**src/rtl/box_pixel_emitter_if.sv**
```systemverilog
// Plot request bus from the box pixel emitter to the VGA adapter write port.
// Latency: none, wiring only.
// Backpressure: slave holds plot_ready low to stall; head fields stay stable while plot && !plot_ready.
interface box_pixel_emitter_if #(
  parameter int X_W      = 8,
  parameter int Y_W      = 7,
  parameter int COLOUR_W = 3
);
  logic [X_W-1:0]      plot_x;
  logic [Y_W-1:0]      plot_y;
  logic [COLOUR_W-1:0] plot_colour;
  logic                plot;
  logic                plot_ready;

  modport master (
    output plot_x, plot_y, plot_colour, plot,
    input  plot_ready
  );

  modport slave (
    input  plot_x, plot_y, plot_colour, plot,
    output plot_ready
  );
endinterface

```
**src/rtl/box_pixel_emitter.sv**
```systemverilog
// Converts a box's linear pixel index stream to clipped screen (x,y) plot requests through a small FIFO.
// Latency: idx_valid in cycle N shows on plot/plot_x/plot_y in cycle N+1 when the FIFO was empty.
// Backpressure: the index stream cannot stall; pushes into a full FIFO are dropped and flagged in overflow.
module box_pixel_emitter #(
  parameter int IDX_W      = 17,
  parameter int X_W        = 8,
  parameter int Y_W        = 7,
  parameter int COLOUR_W   = 3,
  parameter int SCREEN_W   = 160,
  parameter int SCREEN_H   = 120,
  parameter int FIFO_DEPTH = 4
) (
  input  logic                clk,
  input  logic                resetn,
  input  logic                start,
  input  logic [X_W-1:0]      box_x,
  input  logic [Y_W-1:0]      box_y,
  input  logic [X_W-1:0]      box_w,
  input  logic [COLOUR_W-1:0] box_colour,
  input  logic                idx_valid,
  input  logic [IDX_W-1:0]    idx,
  input  logic                idx_done,
  box_pixel_emitter_if.master pix,
  output logic                busy,
  output logic                done,
  output logic                overflow,
  output logic                seq_err
);

  localparam int PTR_W = (FIFO_DEPTH > 1) ? $clog2(FIFO_DEPTH) : 1;
  localparam int CNT_W = PTR_W + 1;
  localparam logic [CNT_W-1:0] FULL_CNT = CNT_W'(FIFO_DEPTH);

  typedef enum logic [1:0] {IDLE, RUN, DRAIN} state_t;

  typedef struct packed {
    logic [X_W-1:0]      x;
    logic [Y_W-1:0]      y;
    logic [COLOUR_W-1:0] colour;
  } entry_t;

  state_t state, state_nxt;

  // Box parameters captured on an accepted start.
  logic [X_W-1:0]      bx, bw;
  logic [Y_W-1:0]      by;
  logic [COLOUR_W-1:0] bc;

  // Position trackers; the pixel position comes from these, never from idx.
  logic [X_W-1:0]   col;
  logic [Y_W-1:0]   row;
  logic [IDX_W-1:0] exp_idx;

  entry_t           mem [FIFO_DEPTH];
  logic [PTR_W-1:0] wr_ptr, rd_ptr;
  logic [CNT_W-1:0] count;

  logic [X_W:0] pix_x;
  logic [Y_W:0] pix_y;
  logic take, on_screen, push_req, fifo_empty, fifo_full, pop, push, drop, row_end;

  // One extra bit on each coordinate so origin + offset wrap-around lands off-screen.
  assign pix_x      = {1'b0, bx} + {1'b0, col};
  assign pix_y      = {1'b0, by} + {1'b0, row};
  assign on_screen  = (pix_x < (X_W+1)'(SCREEN_W)) && (pix_y < (Y_W+1)'(SCREEN_H));
  assign take       = (state == RUN) && idx_valid;
  assign push_req   = take && on_screen;
  assign fifo_empty = (count == '0);
  assign fifo_full  = (count == FULL_CNT);
  assign pop        = !fifo_empty && pix.plot_ready;
  // A pop in the same cycle frees the slot, so a full FIFO still accepts the push.
  assign push       = push_req && (!fifo_full || pop);
  assign drop       = push_req && fifo_full && !pop;
  assign row_end    = (({1'b0, col} + (X_W+1)'(1)) == {1'b0, bw});

  assign pix.plot        = !fifo_empty;
  assign pix.plot_x      = mem[rd_ptr].x;
  assign pix.plot_y      = mem[rd_ptr].y;
  assign pix.plot_colour = mem[rd_ptr].colour;

  assign busy = (state != IDLE);

  // State register.
  always_ff @(posedge clk or negedge resetn) begin
    if (!resetn) state <= IDLE;
    else         state <= state_nxt;
  end

  // Next state and the done pulse; DRAIN holds until the last queued pixel has left.
  always_comb begin
    state_nxt = state;
    done      = 1'b0;
    case (state)
      IDLE:    if (start) state_nxt = RUN;
      RUN:     if (idx_done) state_nxt = DRAIN;
      DRAIN: begin
        if (fifo_empty) begin
          done      = 1'b1;
          state_nxt = IDLE;
        end
      end
      default: state_nxt = IDLE;
    endcase
  end

  // Box latch, position trackers and sticky error flags.
  always_ff @(posedge clk or negedge resetn) begin
    if (!resetn) begin
      bx       <= '0;
      by       <= '0;
      bw       <= '0;
      bc       <= '0;
      col      <= '0;
      row      <= '0;
      exp_idx  <= '0;
      overflow <= 1'b0;
      seq_err  <= 1'b0;
    end else if ((state == IDLE) && start) begin
      bx       <= box_x;
      by       <= box_y;
      bw       <= box_w;
      bc       <= box_colour;
      col      <= '0;
      row      <= '0;
      exp_idx  <= '0;
      overflow <= 1'b0;
      seq_err  <= 1'b0;
    end else if (take) begin
      if (idx != exp_idx) seq_err <= 1'b1;
      if (drop)           overflow <= 1'b1;
      exp_idx <= exp_idx + IDX_W'(1);
      if (row_end) begin
        col <= '0;
        row <= row + Y_W'(1);
      end else begin
        col <= col + X_W'(1);
      end
    end
  end

  // FIFO pointers and occupancy; reset empties the queue at once.
  always_ff @(posedge clk or negedge resetn) begin
    if (!resetn) begin
      wr_ptr <= '0;
      rd_ptr <= '0;
      count  <= '0;
    end else begin
      if (push) wr_ptr <= wr_ptr + PTR_W'(1);
      if (pop)  rd_ptr <= rd_ptr + PTR_W'(1);
      case ({push, pop})
        2'b10:   count <= count + CNT_W'(1);
        2'b01:   count <= count - CNT_W'(1);
        default: count <= count;
      endcase
    end
  end

  // FIFO storage; contents are only meaningful under count, so no reset.
  always_ff @(posedge clk) begin
    if (push) mem[wr_ptr] <= '{x: pix_x[X_W-1:0], y: pix_y[Y_W-1:0], colour: bc};
  end

endmodule

```
**src/flat_wrapper.sv**
```systemverilog
// flat-port wrapper written by rule: the top's interface ports become plain ports
module box_pixel_emitter_flat 
#(
  parameter int IDX_W      = 17,
  parameter int X_W        = 8,
  parameter int Y_W        = 7,
  parameter int COLOUR_W   = 3,
  parameter int SCREEN_W   = 160,
  parameter int SCREEN_H   = 120,
  parameter int FIFO_DEPTH = 4
)
  (clk, resetn, start, box_x, box_y, box_w, box_colour, idx_valid, idx, idx_done, busy, done, overflow, seq_err, pix_plot_x, pix_plot_y, pix_plot_colour, pix_plot, pix_plot_ready);
  box_pixel_emitter_if #(.X_W(X_W), .Y_W(Y_W), .COLOUR_W(COLOUR_W)) pix_i ();
  input  logic clk;
  input  logic resetn;
  input  logic start;
  input  logic [X_W-1:0] box_x;
  input  logic [Y_W-1:0] box_y;
  input  logic [X_W-1:0] box_w;
  input  logic [COLOUR_W-1:0] box_colour;
  input  logic idx_valid;
  input  logic [IDX_W-1:0] idx;
  input  logic idx_done;
  output logic busy;
  output logic done;
  output logic overflow;
  output logic seq_err;
  output wire logic [$bits(pix_i.plot_x)-1:0] pix_plot_x;
  output wire logic [$bits(pix_i.plot_y)-1:0] pix_plot_y;
  output wire logic [$bits(pix_i.plot_colour)-1:0] pix_plot_colour;
  output wire logic [$bits(pix_i.plot)-1:0] pix_plot;
  input wire logic [$bits(pix_i.plot_ready)-1:0] pix_plot_ready;
  assign pix_plot_x = pix_i.plot_x;
  assign pix_plot_y = pix_i.plot_y;
  assign pix_plot_colour = pix_i.plot_colour;
  assign pix_plot = pix_i.plot;
  assign pix_i.plot_ready = pix_plot_ready;
  box_pixel_emitter #(.IDX_W(IDX_W), .X_W(X_W), .Y_W(Y_W), .COLOUR_W(COLOUR_W), .SCREEN_W(SCREEN_W), .SCREEN_H(SCREEN_H), .FIFO_DEPTH(FIFO_DEPTH)) u_core (.clk(clk), .resetn(resetn), .start(start), .box_x(box_x), .box_y(box_y), .box_w(box_w), .box_colour(box_colour), .idx_valid(idx_valid), .idx(idx), .idx_done(idx_done), .pix(pix_i), .busy(busy), .done(done), .overflow(overflow), .seq_err(seq_err));
endmodule
```
**config.mk**
```make
export PLATFORM = sky130hd
export DESIGN_NAME = box_pixel_emitter_flat
export DESIGN_NICKNAME = d
export VERILOG_FILES = /design/src/rtl/box_pixel_emitter_if.sv /design/src/rtl/box_pixel_emitter.sv /design/src/flat_wrapper.sv
export SDC_FILE = /design/constraint.sdc
export NUM_CORES = 1
export LEC_CHECK = 0
export ABC_CLOCK_PERIOD_IN_PS = 9200
export CORE_MARGIN = 2
export CORE_UTILIZATION = 61
export DETAILED_ROUTE_END_ITERATION = 12
export GPL_TIMING_DRIVEN = 0
export PLACE_DENSITY = 0.91
export SETUP_SLACK_MARGIN = 0.3
export SYNTH_ARGS = -nofsm -noshare
export SYNTH_HDL_FRONTEND = slang
export SYNTH_SLANG_ARGS = --single-unit
```
**constraint.sdc**
```tcl
create_clock -name clk -period 9.2 [get_ports clk]
set_input_delay 0.92 -clock clk [delete_from_list [all_inputs] [get_ports clk]]
set_output_delay 0.92 -clock clk [all_outputs]
set_load 0.02 [all_outputs]
```
Yosys cells after proc, flatten, opt, wreduce, memory -nomap -nowiden --
Memory sizes are Yosys's and may differ from the RTL's. Cells that the tools add are included.
Storage, ports and cells: ROM bits 0, bits in latches 0, word-level logic and storage cells 83, input bits 49, memory bits (writable) 72, output and inout port bits 23, memories 1, flip-flop bits (word level) 69
Operators by class: eq/ne operators 10, shifts and indexed selects 0, $add $sub $neg 10, multipliers 0, bitwise operators 0, mux-type cells 23, reductions and logical operators 24, order comparisons 2, divide/modulo/power cells 0
Memories:
- u_core.mem | depth 4, width 18, rd ports 1, clocked after memory_dff 0, wr ports 1, line box_pixel_emitter.sv:54 | entry_t mem [FIFO_DEPTH];
Operators by type and width (count):
- 17-bit two-way mux | 2
- 8-bit two-way mux | 3
- 7-bit two-way mux | 3
- 17-bit by 1-bit adder with 17-bit output, second input constant | 1
- 17-bit inequality test | 1
- 2-bit nonzero test | 6
- 1-bit two-way mux | 10
- 8-bit by 1-bit adder with 9-bit output, second input constant | 1
- 8-bit by 8-bit adder with 9-bit output | 1
- 9-bit by 8-bit equality test with 1-bit output | 1
- 9-bit by 8-bit less-than comparator with 1-bit output, second input constant | 1
- 7-bit by 7-bit adder with 8-bit output | 1
- 8-bit by 1-bit adder with 8-bit output, second input constant | 1
- 1-bit logical AND | 8
- 8-bit by 7-bit less-than comparator with 1-bit output, second input constant | 1
- 7-bit by 1-bit adder with 7-bit output, second input constant | 1
- 2-bit two-way mux | 3
- 2-bit case mux with 3 select lines | 1
- 3-bit case mux with 2 select lines | 1
- 2-bit AND reduction | 3
- 2-bit by 1-bit adder with 2-bit output, second input constant | 2
- 2-bit by 1-bit equality test with 1-bit output, second input constant | 2
- 2-bit equality test, second input constant | 2
- 2-bit inequality test, second input constant | 2
- other kinds (9) | 11

Logic depth before layout (Yosys ltp) --
depth after elaboration 9, mapped depth 14, mapped depth without buffers 14

Worst setup path before layout --
OpenSTA, ideal clock, no wires.
path type register to register, start point register u_core.col[0], end point register u_core.count[1], setup time 0.125 ns, cell stages (with the launch flop) 13, arrival time 3.036 ns, clock period less this slack 3.161 ns, buffers on the path 0, required time 9.075 ns, slack 6.039 ns, cell sequence dfrtp_1 > ha_1 > inv_1 > fa_1 > nor2b_1 > o31a_1 > o311ai_0 > nor2_1 > nor3_2 > o21ai_0 > inv_1 > fa_1 > mux2_2
On the way: cells in the longest elaborated chain, start to end 7, elaborated cells on any way between the ends 9, classes of those cells add/sub: 1; order compare: 1; eq/ne: 2; mux: 1; reduce/logical: 4
Ends and longest elaborated chain:
- from (decl) | line box_pixel_emitter.sv:50 | logic [X_W-1:0] col;
- from (signal assigned) | line box_pixel_emitter.sv:136 | col <= col + X_W'(1);
- 8-bit by 8-bit adder with 9-bit output * | line box_pixel_emitter.sv:63 | assign pix_x = {1'b0, bx} + {1'b0, col};
- named net u_core.pix_x[6] | line box_pixel_emitter.sv:58 | logic [X_W:0] pix_x;
- 9-bit by 8-bit less-than comparator with 1-bit output * | line box_pixel_emitter.sv:65 | assign on_screen = (pix_x < (X_W+1)'(SCREEN_W)) && (pix_y < (Y_W+1)'(SCREEN_H));
- 1-bit logical AND * | line box_pixel_emitter.sv:65
- 1-bit logical AND * | line box_pixel_emitter.sv:67 | assign push_req = take && on_screen;
- 1-bit logical AND * | line box_pixel_emitter.sv:72 | assign push = push_req && (!fifo_full || pop);
- 2-bit by 1-bit equality test with 1-bit output / 2-bit equality test (equally long branches) | line box_pixel_emitter.sv:150 | case ({push, pop})
- 3-bit case mux with 2 select lines / 2-bit nonzero test (equally long branches)
- to (signal assigned) | line box_pixel_emitter.sv:151 | 2'b10: count <= count + CNT_W'(1);
- to (signal assigned) | line box_pixel_emitter.sv:152 | 2'b01: count <= count - CNT_W'(1);
- to (signal assigned) | line box_pixel_emitter.sv:153 | default: count <= count;
- to (decl) | line box_pixel_emitter.sv:56 | logic [CNT_W-1:0] count;
The timed path passes the listed nets; every way through them passes the cells marked *. A chain may end at the register's enable or synchronous reset.

Worst setup path in the final report --
start point register u_core.col[0], end point memory u_core.mem[3][10] (netlist bit) (enable)
On the way: cells in the longest elaborated chain, start to end 7
Ends and longest elaborated chain:
- 8-bit by 8-bit adder with 9-bit output | line box_pixel_emitter.sv:63
- named net u_core.pix_x[6] | line box_pixel_emitter.sv:58
- 9-bit by 8-bit less-than comparator with 1-bit output | line box_pixel_emitter.sv:65
- 1-bit logical AND | line box_pixel_emitter.sv:65
- 1-bit logical AND | line box_pixel_emitter.sv:67
- 1-bit logical AND | line box_pixel_emitter.sv:72
- 1-bit two-way mux | line box_pixel_emitter.sv:160 | if (push) mem[wr_ptr] <= '{x: pix_x[X_W-1:0], y: pix_y[Y_W-1:0], colour: bc};
- 1-bit two-way mux (implied by the code) | line box_pixel_emitter.sv:160
- to (decl) | line box_pixel_emitter.sv:54
The timed path passes the listed nets, and every way through them passes these cells.

==> metrics.txt <==
WL final=between 15000 and 20000 µm; synthesized area=between 6000 and 7000 µm²; via/cell ratio=6.04; #FFs+latches synth=roughly 140; combinational power share=0.348; Vias=4889; post-synthesis adder-cell area fraction=0.0492; Clock transition at path regs=~0.060 ns; CTS tree=yes; Syn. warnings=0; Synth Area in Compound Gates=0.0695; largest net degree at the start of global routing=70; residual overflow from global routing=0; initial antenna violation count=0; Flop pwr share=0.381; post-CTS sizing=0; Post-Synth XOR/XNOR Area=0.0759; CP Max Fanout=18; CTS Buf Count=17; RSZ-0062 raised after global routing=no; top post-synthesis cells by area=edfxtp_1 (32%), dfrtp_1 (25%), mux4_2 (6.0%), nand2_1 (5.6%), xnor2_1 (4.5%); fraction of registers with async set/reset=0.489; Skew-Pair Late Insertion Delay=about 0.53 ns; crit path time final=between 3 and 4 ns; Hold/Removal Path Class=flip-flop to flip-flop; Area Growth Syn to Fin=21.4%; die area=approximately 12000 µm²; antenna fix cells=0; Die X=110 µm; CTS root buffer=clkbuf_8; sequential-to-total area share from yosys stat=0.571; CP endpoint kind=flip-flop; final setup fails=0; Tcrit/Tclk final=0.424; largest area contributor in the netlist=edfxtp_1; clock share of power=0.270; cell with the most instances after synthesis=nand2_1; io pins=slightly above 70; share of the core filled with cells=0.759; Final Hold Fails=0; Wirelength per Cell=19.0 µm; # port buffers=between 70 and 80; PwrDens=between 200 and 300 nW/µm²; 1st-iter DRT viols=471; Post-CTS Setup Bufs=0; Final ANT Viol Nets=0; R2R depth=10; type of the worst setup path=flip-flop to flip-flop; syn avg cell area=between 10 and 15 µm²; H-Tree Depth=4; GP Congestion=0.881; clock sinks=about 140; hold path depth=2; Post-synth top cells=nand2_1 (102), edfxtp_1 (72), dfrtp_1 (69); Hold Buf Count CTS=0; Fmax=~260 MHz; Starting Density=0.625; Die Y=about 110 µm; flop2flop setup slack=between 5 and 6 ns; RR Startpoint=u_core.col[0]; Global Route Usage Sum=0.281; hold endpoint=u_core.bx[0]; total core area=approximately 11000 µm²; mux share of post-synthesis cell area=0.0643; fillers=slightly below 700; Internal=1630 µW; site row count=38; Post-synth EDFFs=between 70 and 80; data required time at the worst endpoint=between 9 and 10 ns; CTS Buffer Depth=2; Yosys top cell area share=0.318; DRC=0; setup total negative slack=0 ns; Slew headroom=0.351; Slew @ Worst Pin=0.974 ns; Post-Synth Simple-Gate Area=0.153; Pre-antenna DRT Iters=5; largest family of logic cells by synthesized area=simple AND/OR/NAND/NOR gates; min-delay src=u_core.bx[0]; detailed-placement wirelength estimate=approximately 10000 µm; Netlist cell types=about 60; sw frac=0.342; fin nets=731; number of global-route vias before repair=5043; layout cells sized above 1=0.0925; Startpoint Class=flip-flop; peak supply drop=162 µV; max cap viols=0; status=completed; Post-Synthesis Cells=about 570; max-slew violations=0; Switch Pwr=roughly 850 µW; r2r endpoint=u_core.mem[3][10]; total nets after synthesis=approximately 640; Clock Skew=0.0101 ns; P_leak=between 0.003 and 0.004 µW; first-pass GRT wire length=between 20000 and 30000 µm; Top FF cell, synth=edfxtp_1; Critical Path AT=between 4 and 5 ns
## logic make-up after synthesis
logic type / count (synthesis)
AOI/OAI and AO/OA: 68
muxes: 21
DFF: 141
buffers and inverters: 31
and+or+nand+nor: 222
xor gates and xnor gates: 59
adders and majority gates: 25
## sequential cells by signal (all words and copies together) (netlist names)
| name | cells |
|---|---|
| u_core.count | 3 |
| u_core.col | 8 |
| u_core.by | 7 |
| u_core.row | 7 |
| u_core.bx | 8 |
| u_core.bw | 8 |
| u_core.seq_err | 1 |
| u_core.overflow | 1 |
| u_core.mem | 72 |
| u_core.wr_ptr | 2 |
| u_core.bc | 3 |
| u_core.rd_ptr | 2 |
| u_core.exp_idx | 17 |
| u_core.state | 2 |
## worst max-delay path by stage
stage / slack, ns / start / end / cells after the start
3_5_place_dp: 5.03 / idx_valid / u_core.mem[3][11] / 7
6_report: 5.30 / u_core.col[0] / u_core.mem[3][10] / 10
3_3_place_gp: 4.92 / resetn / u_core.bc[1] / 1
5_1_grt: 5.07 / u_core.col[0] / u_core.mem[3][16] / 10
4_1_cts: 5.26 / u_core.rd_ptr[1] / pix_plot_x[6] / 4
2_1_floorplan: 6.04 / u_core.col[0] / u_core.count[1] / 12
## layout make-up
type	instances	area, µm²	share of cell area
repair buffers	71	708	0.0857
inverters	16	60.1	0.00727
clock inverters	12	145	0.0176
plain buffers	15	57.6	0.00697
flip-flops and latches	141	3890	0.471
multi-input cells	395	2800	0.339
well taps	140	175	0.0212
clock buffers	20	425	0.0515
## layer usage
layer,share of wire,track usage,wire length [µm],vias up
met5,0,0,0,-
met4,0.025,0.0949,384,0
met3,0.073,0.0658,1120,47
met2,0.51,0.483,7820,241
met1,0.39,0.353,6040,2393
li1,-,-,-,2208
## power by group through the flow
| stage | clock [µW] | combinational [µW] | sequential, µW |
|---|---|---|---|
| after global routing | 701 | 944 | 959 |
| after CTS | 672 | 863 | 942 |
| after detailed placement | 0 | 841 | 949 |
| after global placement | 0 | 799 | 937 |
| after floorplan | 0 | 565 | 925 |
| final | 669 | 863 | 945 |
## layout by cell type (no fill, tap or decap), drive strengths merged, types with 2 or more instances in the layout
| cell type | instances |
|---|---|
| dfrtp | 69 |
| o211ai | 3 |
| a22o | 4 |
| nand2b | 3 |
| nand3 | 17 |
| clkbuf | 33 |
| o311ai | 2 |
| nor3b | 2 |
| clkinv | 6 |
| and3 | 7 |
| a211oi | 5 |
| inv | 17 |
| nor4b | 2 |
| xor2 | 24 |
| o21ai | 19 |
| or2 | 3 |
| clkdlybuf4s50 | 70 |
| mux4 | 18 |
| bufinv | 3 |
| nor2 | 47 |
| o22ai | 2 |
| edfxtp | 72 |
| mux2 | 2 |
| ha | 22 |
| and2 | 8 |
| fa | 3 |
| nor2b | 6 |
| a21boi | 2 |
| xnor2 | 35 |
| clkinvlp | 2 |
| nand2 | 102 |
| nand4 | 8 |
| a21o | 4 |
| nor3 | 9 |
| o21a | 4 |
| buf | 3 |
| a21oi | 11 |
| or3 | 4 |
| nor4 | 3 |
## per-stage QoR
step	hold WS, ns	total power [µW]	cells	instance area [µm²]	worst slack (ns)
after floorplan	0.450	1490	567	6810	6.04
after global placement	0.467	1740	778	7690	4.92
after detailed placement	0.470	1790	778	7690	5.03
after CTS	0.486	2480	810	8260	5.26
after global routing	0.508	2600	810	8260	5.07
final	0.484	2480	810	8260	5.30
## worst max-delay path, cell delays in order (launching register included)
cell and delay [ns]:
dfrtp_1 0.52, ha_1 0.27, inv_1 0.07, fa_1 0.40
nor2b_1 0.21, o31a_1 0.21, o311ai_0 0.28, nor2_1 0.23
nor3_2 0.10, nor3_2 0.38, and2_1 0.84
Note: power is estimated with default switching activity, not from simulation.
